==> src/rtl/bp_lce_mem_arbiter_if.sv <==
// bp_lce_mem_arbiter_if: request/grant signals between the cache pipeline, the LCE and the shared mem port.
interface bp_lce_mem_arbiter_if;
  logic pipe_v_i;
  logic pipe_grant_o;
  logic pipe_busy_o;
  logic lce_v_i;
  logic lce_last_i;
  logic lce_yumi_o;
  logic mem_ready_i;
  logic mem_v_o;
  logic mem_sel_o;
  modport slave (
    input  pipe_v_i, lce_v_i, lce_last_i, mem_ready_i,
    output pipe_grant_o, pipe_busy_o, lce_yumi_o, mem_v_o, mem_sel_o
  );
  modport master (
    output pipe_v_i, lce_v_i, lce_last_i, mem_ready_i,
    input  pipe_grant_o, pipe_busy_o, lce_yumi_o, mem_v_o, mem_sel_o
  );
endinterface

==> src/rtl/bp_lce_mem_arbiter.sv <==
// bp_lce_mem_arbiter: shares one tag/data/stat port between the cache pipeline and the LCE,
// with a stall timeout that forces LCE priority and a lock that keeps multi-beat LCE bursts intact.
module bp_lce_mem_arbiter #(
  parameter int timeout_max_limit_p = 4
) (
  input logic clk_i,
  input logic reset_i,
  bp_lce_mem_arbiter_if.slave bus
);
  localparam int cw = $clog2(timeout_max_limit_p + 1);
  localparam logic [cw-1:0] lim = cw'(timeout_max_limit_p);
  typedef enum logic [1:0] {e_pipe_pri, e_lce_pri, e_lce_lock} state_e;
  state_e state, state_n;
  logic [cw-1:0] cnt, cnt_n;
  logic rdy, pg, ly;
  always_comb begin
    rdy = bus.mem_ready_i & ~reset_i;
    pg = rdy & bus.pipe_v_i & ((state == e_pipe_pri) | ((state == e_lce_pri) & ~bus.lce_v_i));
    ly = rdy & bus.lce_v_i & ((state != e_pipe_pri) | ~bus.pipe_v_i);
    cnt_n = (bus.lce_v_i & ~ly) ? ((cnt == lim) ? cnt : cnt + 1'b1) : '0;
    // a consumed beat decides the next state before any timeout is considered
    state_n = ly ? (bus.lce_last_i ? e_pipe_pri : e_lce_lock)
            : ((state == e_pipe_pri) && (cnt_n == lim)) ? e_lce_pri : state;
  end
  assign bus.pipe_grant_o = pg;
  assign bus.lce_yumi_o   = ly;
  assign bus.mem_v_o      = pg | ly;
  assign bus.mem_sel_o    = ly;
  assign bus.pipe_busy_o  = reset_i | (state != e_pipe_pri) | (cnt == lim);
  always_ff @(posedge clk_i or posedge reset_i) begin
    if (reset_i) begin
      state <= e_pipe_pri;
      cnt <= '0;
    end else begin
      state <= state_n;
      cnt <= cnt_n;
    end
  end
endmodule

==> src/flat_wrapper.sv <==
// flat-port wrapper written by rule: the top's interface ports become plain ports
module bp_lce_mem_arbiter_flat 
#(
  parameter int timeout_max_limit_p = 4
)
  (clk_i, reset_i, bus_pipe_v_i, bus_lce_v_i, bus_lce_last_i, bus_mem_ready_i, bus_pipe_grant_o, bus_pipe_busy_o, bus_lce_yumi_o, bus_mem_v_o, bus_mem_sel_o);
  bp_lce_mem_arbiter_if bus_i ();
  input logic clk_i;
  input logic reset_i;
  input wire logic [$bits(bus_i.pipe_v_i)-1:0] bus_pipe_v_i;
  input wire logic [$bits(bus_i.lce_v_i)-1:0] bus_lce_v_i;
  input wire logic [$bits(bus_i.lce_last_i)-1:0] bus_lce_last_i;
  input wire logic [$bits(bus_i.mem_ready_i)-1:0] bus_mem_ready_i;
  output wire logic [$bits(bus_i.pipe_grant_o)-1:0] bus_pipe_grant_o;
  output wire logic [$bits(bus_i.pipe_busy_o)-1:0] bus_pipe_busy_o;
  output wire logic [$bits(bus_i.lce_yumi_o)-1:0] bus_lce_yumi_o;
  output wire logic [$bits(bus_i.mem_v_o)-1:0] bus_mem_v_o;
  output wire logic [$bits(bus_i.mem_sel_o)-1:0] bus_mem_sel_o;
  assign bus_i.pipe_v_i = bus_pipe_v_i;
  assign bus_i.lce_v_i = bus_lce_v_i;
  assign bus_i.lce_last_i = bus_lce_last_i;
  assign bus_i.mem_ready_i = bus_mem_ready_i;
  assign bus_pipe_grant_o = bus_i.pipe_grant_o;
  assign bus_pipe_busy_o = bus_i.pipe_busy_o;
  assign bus_lce_yumi_o = bus_i.lce_yumi_o;
  assign bus_mem_v_o = bus_i.mem_v_o;
  assign bus_mem_sel_o = bus_i.mem_sel_o;
  bp_lce_mem_arbiter #(.timeout_max_limit_p(timeout_max_limit_p)) u_core (.clk_i(clk_i), .reset_i(reset_i), .bus(bus_i));
endmodule
==> config.mk <==
export PLATFORM = sky130hd
export DESIGN_NAME = bp_lce_mem_arbiter_flat
export DESIGN_NICKNAME = d
export VERILOG_FILES = /design/src/rtl/bp_lce_mem_arbiter_if.sv /design/src/rtl/bp_lce_mem_arbiter.sv /design/src/flat_wrapper.sv
export SDC_FILE = /design/constraint.sdc
export NUM_CORES = 1
export LEC_CHECK = 0
export BUFFER_PORTS_ARGS = -buffer_cell sky130_fd_sc_hd__buf_2
export CORE_AREA = 2 2 39 41
export DETAILED_ROUTE_END_ITERATION = 8
export DIE_AREA = 0 0 41 43
export MAX_ROUTING_LAYER = met4
export PLACE_DENSITY = 0.53
export SLEW_MARGIN = 0
export SYNTH_ARGS = -nofsm -noshare
export SYNTH_HDL_FRONTEND = slang
export SYNTH_SLANG_ARGS = --single-unit
export TNS_END_PERCENT = 100
==> constraint.sdc <==
create_clock -name clk_i -period 1.2 [get_ports clk_i]
set_input_delay 0.12 -clock clk_i [delete_from_list [all_inputs] [get_ports clk_i]]
set_output_delay 0.12 -clock clk_i [all_outputs]
set_load 0.02 [all_outputs]
Yosys cells after proc, flatten, opt, wreduce, memory -nomap -nowiden
Cells that the tools add are included.
W data, S select, Z words.
{"block": "word_totals", "register_bits": 5, "output_inout_bits": 5, "wordCells": 31}
{"block": "classes", "add_sub_neg": 1, "n_eq_ne": 3, "muxes": 5, "bitwise": 16, "reduce_logical": 4}
{"cell": "$and A1 B1 Y1", "n": 7}
{"cell": "$eq A3 B3 Y1 const B", "n": 2}
{"cell": "$mux W2", "n": 3}
{"cell": "$mux W3", "n": 2}
{"cell": "$or A1 B1 Y1", "n": 5}
{"cell": "$not A1 Y1", "n": 4}
{"cell": "$reduce_bool A2 Y1", "n": 2}
{"cell": "$add A3 B1 Y3 const B", "n": 1}
{"cell": "$eq A2 B1 Y1 const B", "n": 1}
{"cell": "$logic_not A2 Y1", "n": 1}
{"cell": "$logic_and A1 B1 Y1", "n": 1}

Depth between registers and ports, before layout
{"block": "depth", "depth_word": 11, "depth_mapped": 6, "mapped_depth_nobuf": 6}

Worst setup path after synthesis
Ideal clock, no wire load.
{"block": "synth_path", "path_kind": "reg2out", "start": "reg u_core.state[1]", "end": "out bus_mem_v_o", "t_arrival_ns": 1.648, "required_time_ns": 1.080, "setup_slack_ns": -0.568, "stages_incl_launch_ff": 3, "path_cell_list": "dfrtp_1 -> a2111oi_1 -> or2_1"}
{"block": "synth_between", "elab_chain_len": 5, "elab_cells_between_ends": 9, "classes_between": "eq/ne (1); bitwise (6); reduce/logical (2)"}
{"element": "from (decl)", "line_no": "bp_lce_mem_arbiter.sv:13", "source": "state_e state, state_n;"}
{"element": "from (signal assigned)", "line_no": "bp_lce_mem_arbiter.sv:32", "source": "state <= e_pipe_pri;"}
{"element": "from (signal assigned)", "line_no": "bp_lce_mem_arbiter.sv:35", "source": "state <= state_n;"}
{"element": "$eq A2 B1 Y1", "line_no": "bp_lce_mem_arbiter.sv:18", "source": "pg = rdy & bus.pipe_v_i & ((state == e_pipe_pri) | ((state == e_lce_pri) & ~bus.lce_v_i));"}
{"element": "$and A1 B1 Y1", "line_no": "bp_lce_mem_arbiter.sv:18"}
{"element": "$or A1 B1 Y1 *", "line_no": "bp_lce_mem_arbiter.sv:18"}
{"element": "$and A1 B1 Y1 *", "line_no": "bp_lce_mem_arbiter.sv:18"}
{"element": "via bus_pipe_grant_o", "line_no": "flat_wrapper.sv:14", "source": "output wire logic [$bits(bus_i.pipe_grant_o)-1:0] bus_pipe_grant_o;"}
{"element": "$or A1 B1 Y1 *", "line_no": "bp_lce_mem_arbiter.sv:27", "source": "assign bus.mem_v_o = pg | ly;"}
{"element": "to (decl)", "line_no": "flat_wrapper.sv:17", "source": "output wire logic [$bits(bus_i.mem_v_o)-1:0] bus_mem_v_o;"}
Mark *: on every way through the listed nets, which the timed path passes. The rest lies on a longest branch.

Worst setup path in the final report
{"block": "layout_path", "start": "reg u_core.state[0]", "end": "out bus_mem_v_o"}
{"block": "layout_between", "elab_chain_len": 5, "elab_cells_between_ends": 9, "classes_between": "eq/ne (1); bitwise (6); reduce/logical (2)"}
{"element": "$eq A2 B1 Y1", "line_no": "bp_lce_mem_arbiter.sv:18"}
{"element": "$and A1 B1 Y1", "line_no": "bp_lce_mem_arbiter.sv:18"}
{"element": "$or A1 B1 Y1", "line_no": "bp_lce_mem_arbiter.sv:18"}
{"element": "$and A1 B1 Y1", "line_no": "bp_lce_mem_arbiter.sv:18"}
{"element": "$or A1 B1 Y1 *", "line_no": "bp_lce_mem_arbiter.sv:27"}
Mark *: on every way between the ends. The rest lies on a longest branch, timed or not.

==> results <==
- The flow ran to the end, but the final reports show violations.
- The final reports fail on negative setup slack.
- The HPWL after detailed placement is 559 um.
- The first routing iteration left 0 violations.
- Among all stages on the critical path, the largest delay is contributed by dfrtp_1.
- The slew of the pin with the lowest slew margin is 0.278 ns.
- The die area is 1760 um2.
- The standby leakage power is 0.303 nW.
- In this run the standard cell core region covers 1380 um2.
- The synthesized-area fraction occupied by and/or/nand/nor cells is 0.294.
- The maximum number of pins on one net before global-route repair is 6.
- After the last flow step, the layout net total stands at 69.
- The highest fanout seen on the critical path is 3.
- The number of hold-slack violations in the final timing report was 0.
- The clock tree from TritonCTS is done.
- The portion of synthesized area spent on multiplexers is 0.
- The initial standard-cell utilization of the core is 0.231.
- The top-level port count is 11.
- The delay of the slowest cell on the worst path is 0.37 ns.
- Clock tree synthesis found a total of 5 sinks.
- The worst max-slew margin expressed relative to the limit is 0.815.
- The clock insertion delay at the later pin of the skew report is 0.23 ns.
- The setup path with the least slack is of type register to output port.
- The worst ir drop on vdd is 0.608 mV.
- The number of slew-limit violations in the final report came to 0.
- The main combinational cell family by area after synthesis is simple AND/OR/NAND/NOR gates.
- The longest clock path from root to sink contains 2 buffers.
- The clock slew at the register clock pins of the worst setup and hold paths is 0.04 ns.
- The type of the worst min-delay path is primary input to register.
- The achievable frequency is 668 MHz.
- From bottom edge to top edge, the die measures 43 um.
- The first global-routing pass estimated 1150 um of wire.
- Counting every net in the synthesized netlist gives 42.
- The via count of the first global-routing pass is 293.
- In the final layout, the share of cells above drive strength 1 is 0.667.
- The instance count on the critical path is 5.
- The initial antenna violation count is 0.
- The final-report setup violation count is 6.
- The area share of the largest cell type after synthesis is 0.392.
- The post-layout minimum cycle time is 1.50 ns.
- Counting the fill cells in the layout gives 131.
- Data on the critical path is required at its endpoint by 1.08 ns.
- The worst register-to-register path ends at u_core.state[0]$_DFFE_PP0P_.
- Setup slack on the worst reg-to-reg path comes out at -0.10 ns.
- Setup repair after global routing could not meet its margin everywhere.
- Among all flip-flop cells after synthesis, the most frequent one is dfrtp_1.
- Using the TritonRoute via totals, the vias-per-cell ratio works out to 4.07.
- Of the total synthesized cell area, the portion taken by full adders, half adders and majority gates is 0.0784.
- The cell family contributing the most delay on the critical path is simple AND/OR/NAND/NOR gates.
- Internal power comes to 494 uW.
- The master cell of the clock root buffer is clkbuf_4.
- The number of different library cells used by synthesis comes to 21.
- The xor and xnor area share after synthesis is 0.0275.
- The origin of the critical flop-to-flop path is u_core.cnt[0]$_DFF_PP0_.
- Counting flops and latches in the post-synthesis netlist gives 5.
- In the layout the commonest cells are buf_4, buf_2, buf_6, dfrtp_1.
- The number of buffers and inverters on the critical path is 2.
- The instance area at placement is 479 um2.
- At the end of routability-driven placement, the weighted congestion stood at 0.724.
- Of the total power, the clock network draws 0.259.
- The setup skew after layout is 0.000143 ns.
- The post-synthesis instance total is 34.
- The startpoint type of the worst setup path is a register.
- The analysis attributes to net switching a power of 222 uW.
- The CTS buffer count is 3.
- The worst register-to-register path has a depth of 6.
- The share of total power dissipated in sequential elements is 0.294.
- In the global route stage, overall resource usage came out at 0.102.
- After routing the design area is 621 um2.
- For this run, design rule violations remaining after detail routing come to 0.
- The number of placement rows is 14.
- The average routed wire per standard cell is 9.36 um.
- The detailed-route wire length is 711 um.
- Once detail routing completed, the nets flagged for antenna violations numbered 0.
- Yosys mapped a number of flops with a built-in enable equal to 0.
- The most common cell after layout, fill and taps aside is buf_4.
- The share of flip-flops with an asynchronous set or reset after synthesis is 1.00.
- Setup total negative slack on the finished layout was measured at -1.09 ns.
- In this run the number of H-tree levels came out at 1.
- For this run the aggregate overflow at the end of global routing stands at 0.
- For this run, the register share of the synthesized area comes to 0.392.
- The cell area that synthesis handed to floorplanning was 319 um2.
- The most critical setup path has its endpoint at bus_mem_v_o.
- The count of port buffers added during placement is 10.
- Of the total power, the share spent switching nets is 0.310.
- The antenna diode instance count is 0.
- The post-synthesis compound-gate area fraction is 0.114.
- The die is 41 um wide.
- Of the total power, combinational logic draws 0.447.
- Yosys attributes the largest share of cell area to dfrtp_1, ha_1, inv_1.
- The kind of end point of the critical path is an output port.
- The length of the first detailed-routing pass in iterations is 1.
- Tracing the worst setup path back leads to its startpoint at u_core.state[0]$_DFFE_PP0P_.
- The worst path arrival time is 1.38 ns.
- The Yosys step of the flow raised 0 warnings.
- Of the available clock period, the critical path in the final layout requires 1.25.
- Across all setup checks in the final design, the least slack found is -0.297 ns.
- Across the run, the number of max-cap violations was 0.
- From synthesis to final layout, the design area changed by 94.5%.
- The routed layout has 309 vias.
- For this design the ratio of total power to cell area is 1150 nW/um2.
- Traced cell by cell, the critical path runs through nor3b_2 > or3b_4 > inv_4 > or2_4 > buf_6.
- Of all cell types, the one taking the most synthesized area is dfrtp_1.
- Each instance of the synthesized netlist takes up on average 9.38 um2.
-- power by group through the flow --
stage | Combinational (mW) | Sequential [mW] | Clock (mW)
after floorplan | 0.120 | 0.221 | 0
after global placement | 0.222 | 0.210 | 0
after detailed placement | 0.224 | 0.210 | 0
after CTS | 0.287 | 0.210 | 0.198
after global routing | 0.343 | 0.212 | 0.208
final | 0.320 | 0.210 | 0.186
-- synth_stat cells, drive strengths merged (2+ instances only) --
library cell,number
inv,6
dfrtp,5
nand2,3
nor2,3
o21ai,3
ha,2
-- per-layer routing --
metal	up-vias	wire length (um)	global-route usage
li1	164	-	-
met1	142	326	0.125
met2	3	364	0.144
met3	0	20	0.0314
met4	0	0	0.0600
met5	-	0	-
-- kinds of logic (layout without fill, tap and decap cells) --
family	count (synthesis)	in the layout
buf+inv	7	33
fa+ha+maj	2	2
xor+xnor	1	1
flops	5	5
simple gates	14	14
compound gates	5	5
-- per-stage QoR --
stage          total power [mW]  hold WS, ns  std cells  setup slack (ns)  utilization
6_report                  0.716       0.0600         76            -0.297        0.448
2_1_floorplan             0.341       -0.101         34           -0.0685            -
4_1_cts                   0.696       0.0550         75            -0.310        0.420
3_5_place_dp              0.434        0.167         69           -0.0893        0.346
3_3_place_gp              0.432        0.163         69           -0.0783        0.346
5_1_grt                   0.763       0.0528         76            -0.352        0.448
-- what timing repair did --
action	4_1_cts	5_1_grt
endpoints found under the hold margin	5	0
pin swaps	4	4
gates resized for setup	16	6
endpoints found under the setup margin	7	8
hold buffers	1	0
buffers inserted	1	1
-- flip-flops by register name, indices dropped and copies added (netlist names) --
register	cells
u_core.cnt	3
u_core.state	2
-- area by class of cell --
cell class                      count  area, um2  share of cell area
Multi-Input combinational cell     22        245               0.395
Timing Repair Buffer               23        179               0.288
Sequential cell                     5        125               0.202
Clock buffer                        4       26.3              0.0423
Inverter                            6       25.0              0.0403
Tap cell                           16       20.0              0.0323
-- worst min-delay path by stage --
| stage | from | to | slack (ns) | cells past startpoint |
|---|---|---|---|---|
| floorplan | reset_i | u_core.cnt[0]$_DFF_PP0_ | -0.10 | 1 |
| detailed placement | reset_i | u_core.state[0]$_DFFE_PP0P_ | 0.17 | 3 |
| global route | bus_lce_last_i | u_core.state[1]$_DFFE_PP0P_ | 0.05 | 2 |
| global placement | reset_i | u_core.state[1]$_DFFE_PP0P_ | 0.16 | 3 |
| CTS | bus_lce_last_i | u_core.state[1]$_DFFE_PP0P_ | 0.06 | 2 |
| finish | bus_lce_last_i | u_core.state[1]$_DFFE_PP0P_ | 0.06 | 2 |
Note: power is estimated with default switching activity, not from simulation.
